**src/rtl/pwm_pkg.sv**
```systemverilog
// Shared PWM types: counting mode and counter direction.
package pwm_pkg;

    typedef enum logic {
        EDGE   = 1'b0,
        CENTER = 1'b1
    } mode_e;

    typedef enum logic {
        UP   = 1'b0,
        DOWN = 1'b1
    } dir_e;

endpackage

```
**src/rtl/pwm_channel.sv**
```systemverilog
// One PWM channel with shadow-to-active parameter loading at period boundaries.
module pwm_channel
    import pwm_pkg::*;
#(
    parameter int Resolution     = 16,
    parameter int StepResolution = 8
) (
    input  logic                      clk_i,
    input  logic                      rst_ni,
    input  logic                      enable_i,
    input  logic                      mode_i,
    input  logic                      polarity_i,
    input  logic [Resolution-1:0]     threshold_i,
    input  logic [Resolution-1:0]     period_i,
    input  logic [StepResolution-1:0] step_i,
    input  logic                      update_i,
    output logic                      pwm_o,
    output logic                      period_end_o,
    output logic                      update_pending_o
);

    logic [Resolution-1:0]     act_threshold;
    logic [Resolution-1:0]     act_period;
    logic [StepResolution-1:0] act_step;
    mode_e                     act_mode;
    logic                      act_polarity;
    logic                      loaded;

    logic [Resolution-1:0]     counter;
    dir_e                      dir;
    logic                      pending;
    logic                      pwm_q;
    logic                      period_end_q;

    logic [Resolution-1:0]     eff_threshold;
    logic [Resolution-1:0]     eff_period;
    logic [StepResolution-1:0] eff_step;
    mode_e                     eff_mode;
    logic                      eff_polarity;

    logic [Resolution:0]       step_ext;
    logic [Resolution:0]       period_ext;
    logic [Resolution:0]       sum;
    logic [Resolution-1:0]     next_counter;
    dir_e                      next_dir;
    logic                      wrap;
    logic                      idle;
    logic                      active;
    logic                      load_now;

    // Until the first load after reset the inputs stand in for the zeroed active copies,
    // so an enabled channel advances on its very first edge.
    always_comb begin
        eff_threshold = loaded ? act_threshold : threshold_i;
        eff_period    = loaded ? act_period    : period_i;
        eff_step      = loaded ? act_step      : step_i;
        eff_mode      = loaded ? act_mode      : mode_e'(mode_i);
        eff_polarity  = loaded ? act_polarity  : polarity_i;
    end

    assign step_ext   = (Resolution+1)'(eff_step);
    assign period_ext = {1'b0, eff_period};
    assign idle       = (eff_period == '0) || (eff_step == '0) || (step_ext >= period_ext);
    assign active     = (counter < eff_threshold);

    // Sum is one bit wider than the counter so the compare never wraps.
    always_comb begin
        sum          = {1'b0, counter} + step_ext;
        next_counter = counter;
        next_dir     = dir;
        wrap         = 1'b0;
        if (eff_mode == EDGE) begin
            if (sum >= period_ext) begin
                next_counter = '0;
                wrap         = 1'b1;
            end else begin
                next_counter = sum[Resolution-1:0];
            end
        end else if (dir == UP) begin
            if (sum < period_ext) begin
                next_counter = sum[Resolution-1:0];
            end else begin
                next_dir     = DOWN;
                next_counter = ({1'b0, counter} >= step_ext) ? counter - step_ext[Resolution-1:0] : '0;
            end
        end else begin
            if ({1'b0, counter} > step_ext) begin
                next_counter = counter - step_ext[Resolution-1:0];
            end else begin
                next_counter = '0;
                next_dir     = UP;
                wrap         = 1'b1;
            end
        end
    end

    always_comb begin
        load_now = 1'b0;
        if (!enable_i || !loaded) begin
            load_now = 1'b1;
        end else if ((pending || update_i) && (idle || wrap)) begin
            load_now = 1'b1;
        end
    end

    always_ff @(posedge clk_i or negedge rst_ni) begin
        if (!rst_ni) begin
            act_threshold <= '0;
            act_period    <= '0;
            act_step      <= '0;
            act_mode      <= EDGE;
            act_polarity  <= 1'b0;
            loaded        <= 1'b0;
        end else if (load_now) begin
            act_threshold <= threshold_i;
            act_period    <= period_i;
            act_step      <= step_i;
            act_mode      <= mode_e'(mode_i);
            act_polarity  <= polarity_i;
            loaded        <= 1'b1;
        end
    end

    always_ff @(posedge clk_i or negedge rst_ni) begin
        if (!rst_ni) begin
            counter      <= '0;
            dir          <= UP;
            pending      <= 1'b0;
            pwm_q        <= 1'b0;
            period_end_q <= 1'b0;
        end else if (!enable_i) begin
            counter      <= '0;
            dir          <= UP;
            pending      <= 1'b0;
            pwm_q        <= polarity_i;
            period_end_q <= 1'b0;
        end else if (idle) begin
            counter      <= '0;
            dir          <= UP;
            pending      <= 1'b0;
            pwm_q        <= eff_polarity;
            period_end_q <= 1'b0;
        end else begin
            pwm_q        <= active ^ eff_polarity;
            period_end_q <= wrap;
            if (wrap) begin
                counter <= '0;
                dir     <= UP;
                pending <= 1'b0;
            end else begin
                counter <= next_counter;
                dir     <= next_dir;
                if (update_i) begin
                    pending <= 1'b1;
                end
            end
        end
    end

    assign pwm_o            = pwm_q;
    assign period_end_o     = period_end_q;
    assign update_pending_o = pending;

endmodule

```
**src/rtl/pwm_multi_channel.sv**
```systemverilog
// Array of independent PWM channels, one pwm_channel instance per channel.
module pwm_multi_channel
    import pwm_pkg::*;
#(
    parameter int Channels       = 4,
    parameter int Resolution     = 16,
    parameter int StepResolution = 8
) (
    input  logic                                     clk_i,
    input  logic                                     rst_ni,
    input  logic [Channels-1:0]                      enable_i,
    input  logic [Channels-1:0]                      mode_i,
    input  logic [Channels-1:0]                      polarity_i,
    input  logic [Channels-1:0][Resolution-1:0]      threshold_i,
    input  logic [Channels-1:0][Resolution-1:0]      period_i,
    input  logic [Channels-1:0][StepResolution-1:0]  step_i,
    input  logic [Channels-1:0]                      update_i,
    output logic [Channels-1:0]                      pwm_o,
    output logic [Channels-1:0]                      period_end_o,
    output logic [Channels-1:0]                      update_pending_o
);

    for (genvar g = 0; g < Channels; g++) begin : g_channel
        pwm_channel #(
            .Resolution     (Resolution),
            .StepResolution (StepResolution)
        ) u_channel (
            .clk_i            (clk_i),
            .rst_ni           (rst_ni),
            .enable_i         (enable_i[g]),
            .mode_i           (mode_i[g]),
            .polarity_i       (polarity_i[g]),
            .threshold_i      (threshold_i[g]),
            .period_i         (period_i[g]),
            .step_i           (step_i[g]),
            .update_i         (update_i[g]),
            .pwm_o            (pwm_o[g]),
            .period_end_o     (period_end_o[g]),
            .update_pending_o (update_pending_o[g])
        );
    end

endmodule
```
**config.mk**
```make
export PLATFORM = sky130hd
export DESIGN_NAME = pwm_multi_channel
export DESIGN_NICKNAME = d
export VERILOG_FILES = /design/src/rtl/pwm_pkg.sv /design/src/rtl/pwm_channel.sv /design/src/rtl/pwm_multi_channel.sv
export SDC_FILE = /design/constraint.sdc
export NUM_CORES = 1
export LEC_CHECK = 0
export ABC_AREA = 1
export CORE_AREA = 2 2 203 205
export CTS_CLUSTER_SIZE = 10
export DETAILED_ROUTE_END_ITERATION = 8
export DIE_AREA = 0 0 205 207
export GPL_ROUTABILITY_DRIVEN = 0
export MAX_ROUTING_LAYER = met4
export PLACE_DENSITY = 0.78
export SLEW_MARGIN = 20
export SYNTH_ARGS = -nofsm -noshare
export SYNTH_HDL_FRONTEND = slang
export SYNTH_SLANG_ARGS = --single-unit
```
**constraint.sdc**
```tcl
create_clock -name clk_i -period 4.11 [get_ports clk_i]
set_input_delay 0.6165 -clock clk_i [delete_from_list [all_inputs] [get_ports clk_i]]
set_output_delay 0.6165 -clock clk_i [all_outputs]
set_load 0.05 [all_outputs]
```
# Word-level counts from Yosys, hierarchy flattened

Cells that the tools add are included.

Logic and storage cells: 268
Output and inout port bits: 12
Register bits after elaboration: 252

Eq/ne operators: 8
Reduce and logical (&&, ||, !) cells: 40
Order comparisons: 24
Bitwise operators: 4
$add $sub $neg: 8
Multiplexer cells: 140

Operators by type and width:

| kind               | count |
|---|---|
| $mux 16            | 44 |
| $mux 1             | 92 |
| $add 16x8->17      | 4 |
| $ge 17x16->1       | 4 |
| $lt 17x16->1       | 4 |
| $ge 16x8->1        | 4 |
| $ge 8x16->1        | 4 |
| $gt 16x8->1        | 4 |
| $logic_not 16->1   | 4 |
| $lt 16x16->1       | 4 |
| $sub 16x8->16      | 4 |
| $logic_not 8->1    | 4 |
| $mux 8             | 4 |
| $ne 4x1->1 const B | 8 |
| $logic_or 1x1->1   | 20 |
| $logic_not 1->1    | 8 |
| $logic_and 1x1->1  | 4 |
| $xor 1x1->1        | 4 |

# Logic depth before layout (Yosys ltp)

Gate-level depths: netlist (run 1).

Depth after elaboration: 9
Gate-level depth with buffers: 35
Mapped depth without buffers: 33

# By module

Synthesis (run 1) repeated with hierarchy kept, for this count alone.

Cell total of the unflattened synthesis: 3,183
Area total of the unflattened synthesis: 22,635.5 µm²

Modules (own cells, without submodules):

| module                                    | times used | area an instance (µm²) | cells each |
|---|---|---|---|
| pwm_channel at g_channel[1].u_channel ... | 2          | 5,595.4                | 779 |
| pwm_channel at g_channel[0].u_channel     | 1          | 5,964.5                | 843 |
| pwm_channel at g_channel[3].u_channel     | 1          | 5,480.3                | 782 |

# Least setup slack after synthesis (run 1)

OpenSTA, ideal clock, no wires.

Path type: register to register
Start: register g_channel[3].u_channel.loaded
End: register g_channel[3].u_channel.act_mode
Path slack: 0.085 ns
Library setup time: 0.117 ns
Cell stages (with the launch flop): 32
Clock period less this slack: 4.025 ns
Arrival: 3.908 ns
Path through: dfrtp_1 > buf_2 > buf_4 > o21ai_1 > inv_1 > ha_1 > fa_1 > nand3_1 > nand3_2 > nand2_1 > nand2_2 > nand2_1 > xor2_1 > inv_1 > ha_1 > nand2_1 > inv_1 > nand3_1 > nor2_1 > a21oi_1 > nand2_1 > nand2_1 > nand2_1 > nand2_1 > nand3_2 > nand2_1 > nand3_2 > nand2_4 > nand2_4 > buf_6 > nand2_1 > nand2_1

Longest elaborated chain between the ends: 9
Elaborated cells on any way between the ends: 21

Ends and longest elaborated chain:

| element                                      | RTL line                             | source |
|---|---|---|
| from (decl)                                  | pwm_channel.sv:27                    | `logic loaded;` |
| from (signal assigned)                       | pwm_channel.sv:113                   | `loaded <= 1'b0;` |
| from (signal assigned)                       | pwm_channel.sv:120                   | `loaded <= 1'b1;` |
| $mux 8                                       | pwm_channel.sv:56                    | `eff_step = loaded ? act_step : step_i;` |
| $add 16x8->17 or $gt 16x8->1 (tied branches) | pwm_channel.sv:68, pwm_channel.sv:87 |  |
| $ge 17x16->1 or $mux 1 (tied branches)       | pwm_channel.sv:73, pwm_channel.sv:87 |  |
| $mux 1, on equally long branches             | pwm_channel.sv:73, pwm_channel.sv:79 |  |
| $mux 1                                       | pwm_channel.sv:72                    | `if (eff_mode == EDGE) begin` |
| $logic_or 1x1->1                             | pwm_channel.sv:101                   | `end else if ((pending \|\| update_i) && (idle \|\| wrap)) begin` |
| $logic_and 1x1->1                            | pwm_channel.sv:101                   |  |
| $mux 1                                       | pwm_channel.sv:101                   |  |
| $mux 1 (*)                                   | pwm_channel.sv:99                    | `if (!enable_i \|\| !loaded) begin` |
| to (signal assigned)                         | pwm_channel.sv:118                   | `act_mode <= mode_e'(mode_i);` |
| to (decl)                                    | pwm_channel.sv:25                    | `mode_e act_mode;` |

Every way passes the cells marked *; elsewhere a longest branch is shown, timed or not.
A chain may end at the register's enable or synchronous reset.

# Final worst setup path (run 1)

Start: register g_channel[3].u_channel.loaded
End: register g_channel[3].u_channel.act_polarity

Longest elaborated chain between the ends: 9
Elaborated cells on any way between the ends: 21

Ends and longest elaborated chain:

| element                                      | RTL line                             | source |
|---|---|---|
| $mux 8                                       | pwm_channel.sv:56                    |  |
| $add 16x8->17 or $gt 16x8->1 (tied branches) | pwm_channel.sv:68, pwm_channel.sv:87 |  |
| $ge 17x16->1 or $mux 1 (tied branches)       | pwm_channel.sv:73, pwm_channel.sv:87 |  |
| $mux 1, on equally long branches             | pwm_channel.sv:73, pwm_channel.sv:79 |  |
| $mux 1                                       | pwm_channel.sv:72                    |  |
| $logic_or 1x1->1                             | pwm_channel.sv:101                   |  |
| $logic_and 1x1->1                            | pwm_channel.sv:101                   |  |
| $mux 1                                       | pwm_channel.sv:101                   |  |
| $mux 1 (*)                                   | pwm_channel.sv:99                    |  |
| to (signal assigned)                         | pwm_channel.sv:119                   | `act_polarity <= polarity_i;` |
| to (decl)                                    | pwm_channel.sv:26                    | `logic act_polarity;` |

Marks and branches as above.

==> flow_summary.json, run 1 <==
{
  "via_count": 24600,
  "cts_buffers": 31,
  "yosys_warnings": 0,
  "setup_violations": 242,
  "grtUsageMet1_pct": 39.5,
  "max_freq_mhz": 223,
  "maxSlewViolCount": 0,
  "yosysUniqueCellTypes": 58,
  "grt_pass1_wl_mm": 110,
  "hold_path.class": "input port to asynchronous set/reset pin",
  "final_area_sq_um": 30900,
  "relSlewSlack_pct": 10.1,
  "fin_crit_ps": 4480,
  "fin_ws_ps": -366,
  "grt_pass1_vias": 22500,
  "n_antenna_cell": 0,
  "die-height_um": 207,
  "hold_viol_final": 0,
  "synth_cells": 2927,
  "cts.htree.levels": 1,
  "fin_nets": 3857,
  "required_ps": 4570,
  "dr.pass1.iters": 7,
  "total_power_w": 0.0132,
  "start_util_pct": 53.3,
  "path_class": "flip-flop to flip-flop",
  "cp_max_fo": 10,
  "endpoint_kind": "flip-flop",
  "dp_hpwl_mm": 51.9,
  "grt_max_degree": 89,
  "grt_overflow": 0,
  "p_leak_nw": 15.7,
  "core-area_sq_um": 40400,
  "cts_tree": "built",
  "place_ws_ps": -650,
  "fin_hold_ws_ps": 47.5,
  "clock-sinks": 252,
  "clk_latency_ps": 600,
  "synth.yosys.seq_area_share_pct": 29.3,
  "multi_input_area_sq_um": 16100,
  "syn_avg_cell_area_sq_um": 7.36,
  "cts_root_buffer": "clkbuf_16",
  "dieArea_sq_um": 42400,
  "n_fill_cell": 2441,
  "synth_ff_type": "dfrtp_1",
  "wl_per_cell_um": 21.1,
  "antenna_found_initial": 0,
  "status": "finished with violations",
  "clk_path_buf_depth": 3,
  "drc": 0,
  "met3_usage_pct": 4.61,
  "drtIter0Drc": 3124,
  "cp.arrival_ps": 4940,
  "rsz0062_at_grt": "yes",
  "gr-usage-all-layers_pct": 32.4,
  "synth_edf_count": 0,
  "seq_area_sq_um": 6310,
  "io_buffers": 189,
  "clkTransAtPathRegs_ps": 60,
  "cap_viol_max_count": 0,
  "power.density_nw_per_um2": 427,
  "clock_skew_ps": 19.3,
  "busiest_layer": "met2",
  "via_per_inst": 6.17,
  "ant_nets": 0,
  "dieWidth_um": 205,
  "cp_common_cell": "nand2_1",
  "cp-start-kind": "flip-flop",
  "worst_path_largest_cell_delay_ps": 440,
  "wl_mm": 84.4,
  "tightest_slew_ps": 1310,
  "fin_crit_sh_pct": 109,
  "placed_cell_area_sq_um": 26000,
  "io_pins": 190,
  "postCtsHoldBufs": 0,
  "syn2layout_area_growth_pct": 43.6,
  "violations": "setup timing",
  "grt_util_met2_pct": 53.9,
  "synthArstFlopShare_pct": 100,
  "ys_seq_elements": 252,
  "synth_area_sq_um": 21500,
  "row_count": 74,
  "ir_worst_vdd_mv": 0.391,
  "critical_path.slowest_cell": "dfrtp_2",
  "drive_gt1_share_pct": 31.2
}
[flip-flops by register name, summed over array words and instances, names as in the netlist]
name                                  cells
g_channel.u_channel.act_threshold        64
g_channel.u_channel.counter              64
g_channel.u_channel.act_period           64
g_channel.u_channel.dir                   4
g_channel.u_channel.period_end_o          4
g_channel.u_channel.act_mode              4
g_channel.u_channel.update_pending_o      4
g_channel.u_channel.act_polarity          4
g_channel.u_channel.loaded                4
g_channel.u_channel.act_step             32
g_channel.u_channel.pwm_o                 4
[worst paths after layout]
kind	from	end	slack [ps]	cells after the start
hold reg to reg	g_channel[0].u_channel.act_step[7]$_DFFE_PN0P_	g_channel[0].u_channel.act_step[7]$_DFFE_PN0P_	500	2
setup reg to reg	g_channel[3].u_channel.loaded$_DFFE_PN0P_	g_channel[3].u_channel.act_polarity$_DFFE_PN0P_	-370	30
setup / recovery	g_channel[3].u_channel.loaded$_DFFE_PN0P_	g_channel[3].u_channel.act_polarity$_DFFE_PN0P_	-370	30
min in group clk_i	g_channel[0].u_channel.act_step[7]$_DFFE_PN0P_	g_channel[0].u_channel.act_step[7]$_DFFE_PN0P_	500	2
max in group asynchronous	rst_ni	g_channel[0].u_channel.act_period[13]$_DFFE_PN0P_	2930	2
hold / removal	rst_ni	g_channel[1].u_channel.act_period[10]$_DFFE_PN0P_	50	1
[worst max-delay path: cells and delay by family, from the launching register on]
kind	cells	cell delay (ps)
AND/OR/NAND/NOR	15	1460
AO/OA/AOI/OAI	3	520
flip-flops	1	440
adder cells (fa/ha/maj)	2	620
buffers and inverters	9	1120
XOR/XNOR	1	140
[timing repair]
action	in CTS	in global routing
pin swaps	15	141
cloned	3	24
gates resized for setup	71	683
buffers inserted	13	56
endpoints found under the setup margin	240	244
[synthesized netlist by cell type, types with 3 or more instances]
| cell | count | area [sq um] |
|---|---|---|
| ha_1 | 220 | 2750 |
| fa_1 | 8 | 160 |
| or2_1 | 24 | 150 |
| nand3_2 | 10 | 100 |
| inv_1 | 252 | 946 |
| nand4_1 | 66 | 413 |
| or2_2 | 18 | 113 |
| nor2_2 | 3 | 18.8 |
| o21ai_2 | 3 | 26.3 |
| nand2_4 | 9 | 101 |
| xnor2_1 | 8 | 70.1 |
| nand2_2 | 12 | 75.1 |
| o21ai_0 | 82 | 410 |
| buf_1 | 3 | 11.3 |
| a21oi_1 | 170 | 851 |
| a2111oi_0 | 3 | 26.3 |
| xor2_1 | 82 | 718 |
| o21bai_1 | 6 | 45.0 |
| buf_4 | 30 | 225 |
| mux2i_1 | 102 | 1020 |
| buf_6 | 21 | 236 |
| nor2_1 | 152 | 571 |
| nand2_1 | 843 | 3160 |
| nor4_1 | 6 | 37.5 |
| nor2_4 | 4 | 45.0 |
| clkbuf_1 | 26 | 97.6 |
| or2_0 | 7 | 43.8 |
| o21a_1 | 19 | 143 |
| nor3_1 | 32 | 160 |
| o21ai_1 | 15 | 75.1 |
| o211ai_1 | 22 | 165 |
| nand3_1 | 282 | 1410 |
| nor3b_1 | 6 | 45.0 |
| a21o_1 | 7 | 52.6 |
| a21oi_4 | 3 | 48.8 |
| nand3b_1 | 8 | 60.1 |
| inv_2 | 33 | 124 |
| buf_2 | 37 | 185 |
| a21oi_2 | 11 | 96.3 |
| dfrtp_1 | 252 | 6310 |
| clkinv_1 | 7 | 26.3 |
[cell type report]
type / instances / share of cell area (%)
Multi-Input combinational cell: 2270 / 52.1
Timing Repair inverter: 1 / 0.0202
Timing Repair Buffer: 603 / 18.7
Inverter: 292 / 3.67
Clock inverter: 3 / 0.0607
Clock buffer: 42 / 2.80
Sequential cell: 252 / 20.4
Tap cell: 532 / 2.15
[logic make-up after synthesis]
family / count (synthesis) / synth area share (%)
buffers and inverters: 409 / 8.60
other: 1 / 0.0174
adders and majority gates: 228 / 13.5
DFF: 252 / 29.3
AOI/OAI and AO/OA: 357 / 9.68
and+or+nand+nor: 1488 / 30.5
muxes: 102 / 4.74
xor gates and xnor gates: 90 / 3.66
[through the flow]
stage / std cells / TNS [ps] / util [%]
5_1_grt: 3995 / -89090 / 76.6
3_5_place_dp: 3857 / -128030 / 64.3
3_3_place_gp: 3857 / -94970 / 64.3
4_1_cts: 3918 / -7.15 / 67.7
2_1_floorplan: 2930 / 0 / -
6_report: 3995 / -55570 / 76.6
[placed cells by master, fill, tap and decap left out, types with 37 or more instances in the layout]
cell type,synthesis,routed
a21oi_1,170,115
a21oi_2,11,55
buf_4,30,335
clkbuf_16,0,49
clkdlybuf4s50_1,0,188
dfrtp_1,252,248
ha_1,220,175
ha_4,0,37
inv_1,252,225
inv_2,33,49
mux2i_1,102,102
nand2_1,843,585
nand2_2,12,191
nand2_4,9,80
nand3_1,282,242
nand4_1,66,66
nor2_1,152,123
o21ai_0,82,57
xor2_1,82,62
[per-layer routing]
| layer | wire length (um) | vias up | part of all wire (%) |
|---|---|---|---|
| li1 | - | 10700 | - |
| met1 | 30500 | 11500 | 36 |
| met2 | 40200 | 1772 | 48 |
| met3 | 7970 | 608 | 9.4 |
| met4 | 5750 | 0 | 6.8 |
| met5 | 0 | - | 0 |
[power by group]
part           switching, W  internal, W  total, W
Combinational       0.00430      0.00325   0.00755
Sequential         0.000328      0.00277   0.00309
Clock               0.00112      0.00144   0.00256
Total               0.00575      0.00746    0.0132
(Power assumes the default switching activity.)
==> run 2, diff against run 1 <==
- REMOVE_ABC_BUFFERS: default -> 1
==> flow_summary.json, run 2 (synthesized netlist as in run 1, its figures left out) <==
{
  "cts.htree.levels": 1,
  "dp_hpwl_mm": 50.0,
  "cp-start-kind": "flip-flop",
  "final_area_sq_um": 29200,
  "syn2layout_area_growth_pct": 35.7,
  "ir_worst_vdd_mv": 0.432,
  "critical_path.slowest_cell": "dfrtp_2",
  "power.switching_w": 0.00524,
  "grt_pass1_vias": 22400,
  "cap_viol_max_count": 0,
  "io_pins": 190,
  "place_ws_ps": -761,
  "antenna_found_initial": 1,
  "violations": "setup timing",
  "path_class": "flip-flop to flip-flop",
  "io_buffers": 189,
  "tightest_slew_ps": 1090,
  "placed_cell_area_sq_um": 26000,
  "dr.pass1.iters": 6,
  "fin_crit_sh_pct": 107,
  "max_freq_mhz": 228,
  "fin_crit_ps": 4380,
  "regToRegSetupSlack_ps": -270,
  "clock_skew_ps": 15.1,
  "clock-sinks": 252,
  "grt_max_degree": 98,
  "fin_ws_ps": -274,
  "cp_common_cell": "nand2_1",
  "p_clk_share_pct": 20.4,
  "worst_path_largest_cell_delay_ps": 390,
  "status": "finished with violations",
  "start_util_pct": 53.3,
  "drive_gt1_share_pct": 23.5,
  "utilization_pct": 72.4,
  "n_fill_cell": 2874,
  "cts_tree": "built",
  "power.density_nw_per_um2": 430,
  "internal-power_w": 0.00732,
  "drtIter0Drc": 2269,
  "via_per_inst": 5.86,
  "maxSlewViolCount": 0,
  "dieArea_sq_um": 42400,
  "core-area_sq_um": 40400,
  "hold_viol_final": 0,
  "row_count": 74,
  "ant_nets": 0,
  "rsz0062_at_grt": "yes",
  "p_leak_nw": 15.3,
  "mostFrequentLayoutCell": "nand2_1",
  "cp.arrival_ps": 4890,
  "wl_per_cell_um": 18.7,
  "clkTransAtPathRegs_ps": 60,
  "clk_path_buf_depth": 3,
  "cp_max_fo": 13,
  "drc": 0,
  "gr-usage-all-layers_pct": 31.3,
  "clk_latency_ps": 580,
  "cts_buffers": 31,
  "wl_mm": 74.3,
  "required_ps": 4620,
  "dieWidth_um": 205,
  "top_regs": "g_channel.u_channel.act_period: 64 flops, g_channel.u_channel.act_threshold: 64 flops, g_channel.u_channel.counter: 64 flops",
  "grt_overflow": 0,
  "setup_violations": 212,
  "grt_pass1_wl_mm": 107,
  "die-height_um": 207,
  "combPwrFrac_pct": 55.0,
  "cts_root_buffer": "clkbuf_16",
  "relSlewSlack_pct": 26.6,
  "switching_share_pct": 41.7,
  "seqPwrFrac_pct": 24.6,
  "fin_nets": 3839,
  "hold_path.class": "input port to asynchronous set/reset pin",
  "via_count": 23300,
  "total_power_w": 0.0126,
  "endpoint_kind": "flip-flop",
  "final_cell_mix": "746 x nand2_1, 340 x buf_4, 269 x nand3_1, 248 x dfrtp_1, 234 x inv_1",
  "postCtsHoldBufs": 0
}
## run 2: metrics by stage
stage,hold slack [ps],cells,TNS [ps]
after floorplan,321,2813,-257130
after global placement,481,3864,-108800
after detailed placement,492,3864,-133690
after CTS,102,3924,-3.06
after global routing,136,3980,-70790
final,75.6,3980,-20370
## run 2: layout make-up
| class | count | area, sq um | area share (%) |
|---|---|---|---|
| Timing Repair inverter | 2 | 12.5 | 0.0428 |
| Inverter | 292 | 1130 | 3.86 |
| Multi-Input combinational cell | 2270 | 14800 | 50.7 |
| Clock buffer | 44 | 855 | 2.92 |
| Timing Repair Buffer | 584 | 5380 | 18.4 |
| Tap cell | 532 | 666 | 2.28 |
| Antenna cell | 1 | 2.50 | 0.00856 |
| Clock inverter | 3 | 42.5 | 0.146 |
| Sequential cell | 252 | 6310 | 21.6 |
## run 2: power by group through the flow
stage,Sequential (W),Clock (W),Combinational (W)
after floorplan,0.00305,0,0.00335
after global placement,0.00307,0,0.00554
after detailed placement,0.00309,0,0.00576
after CTS,0.00305,0.00259,0.00594
after global routing,0.00312,0.00271,0.00749
final,0.00309,0.00256,0.00691
## run 2: path summary, 6_finish.rpt
path | to | from | cells past startpoint
max | g_channel[2].u_channel.act_step[4]$_DFFE_PN0P_ | g_channel[2].u_channel.loaded$_DFFE_PN0P_ | 30
min | g_channel[2].u_channel.act_threshold[15]$_DFFE_PN0P_ | rst_ni | 1
max reg2reg | g_channel[2].u_channel.act_step[4]$_DFFE_PN0P_ | g_channel[2].u_channel.loaded$_DFFE_PN0P_ | 30
min reg2reg | g_channel[0].u_channel.act_step[7]$_DFFE_PN0P_ | g_channel[0].u_channel.act_step[7]$_DFFE_PN0P_ | 2
max in group asynchronous | g_channel[0].u_channel.loaded$_DFFE_PN0P_ | rst_ni | 2
min in group clk_i | g_channel[0].u_channel.act_step[7]$_DFFE_PN0P_ | g_channel[0].u_channel.act_step[7]$_DFFE_PN0P_ | 2
## run 2: what timing repair did
action	CTS	global route
hold endpoints to repair	0	0
pin swaps	13	100
setup buffers	11	41
cloned	2	14
gates resized for setup	64	342
setup endpoints to repair	182	244
## run 2: critical path: cells and delay by family, from the launching register on
family          cells  cell delay, ps
compound gates      1             100
fa+ha+maj           2             580
buf+inv             8            1020
flops               1             390
simple gates       19            2210
## run 2: metal layers
| metal | track usage [%] | routed length (um) |
|---|---|---|
| met1 | 38.0 | 28100 |
| met2 | 52.1 | 35400 |
| met4 | 12.8 | 4400 |
| met3 | 4.42 | 6330 |
| met5 | - | 0 |
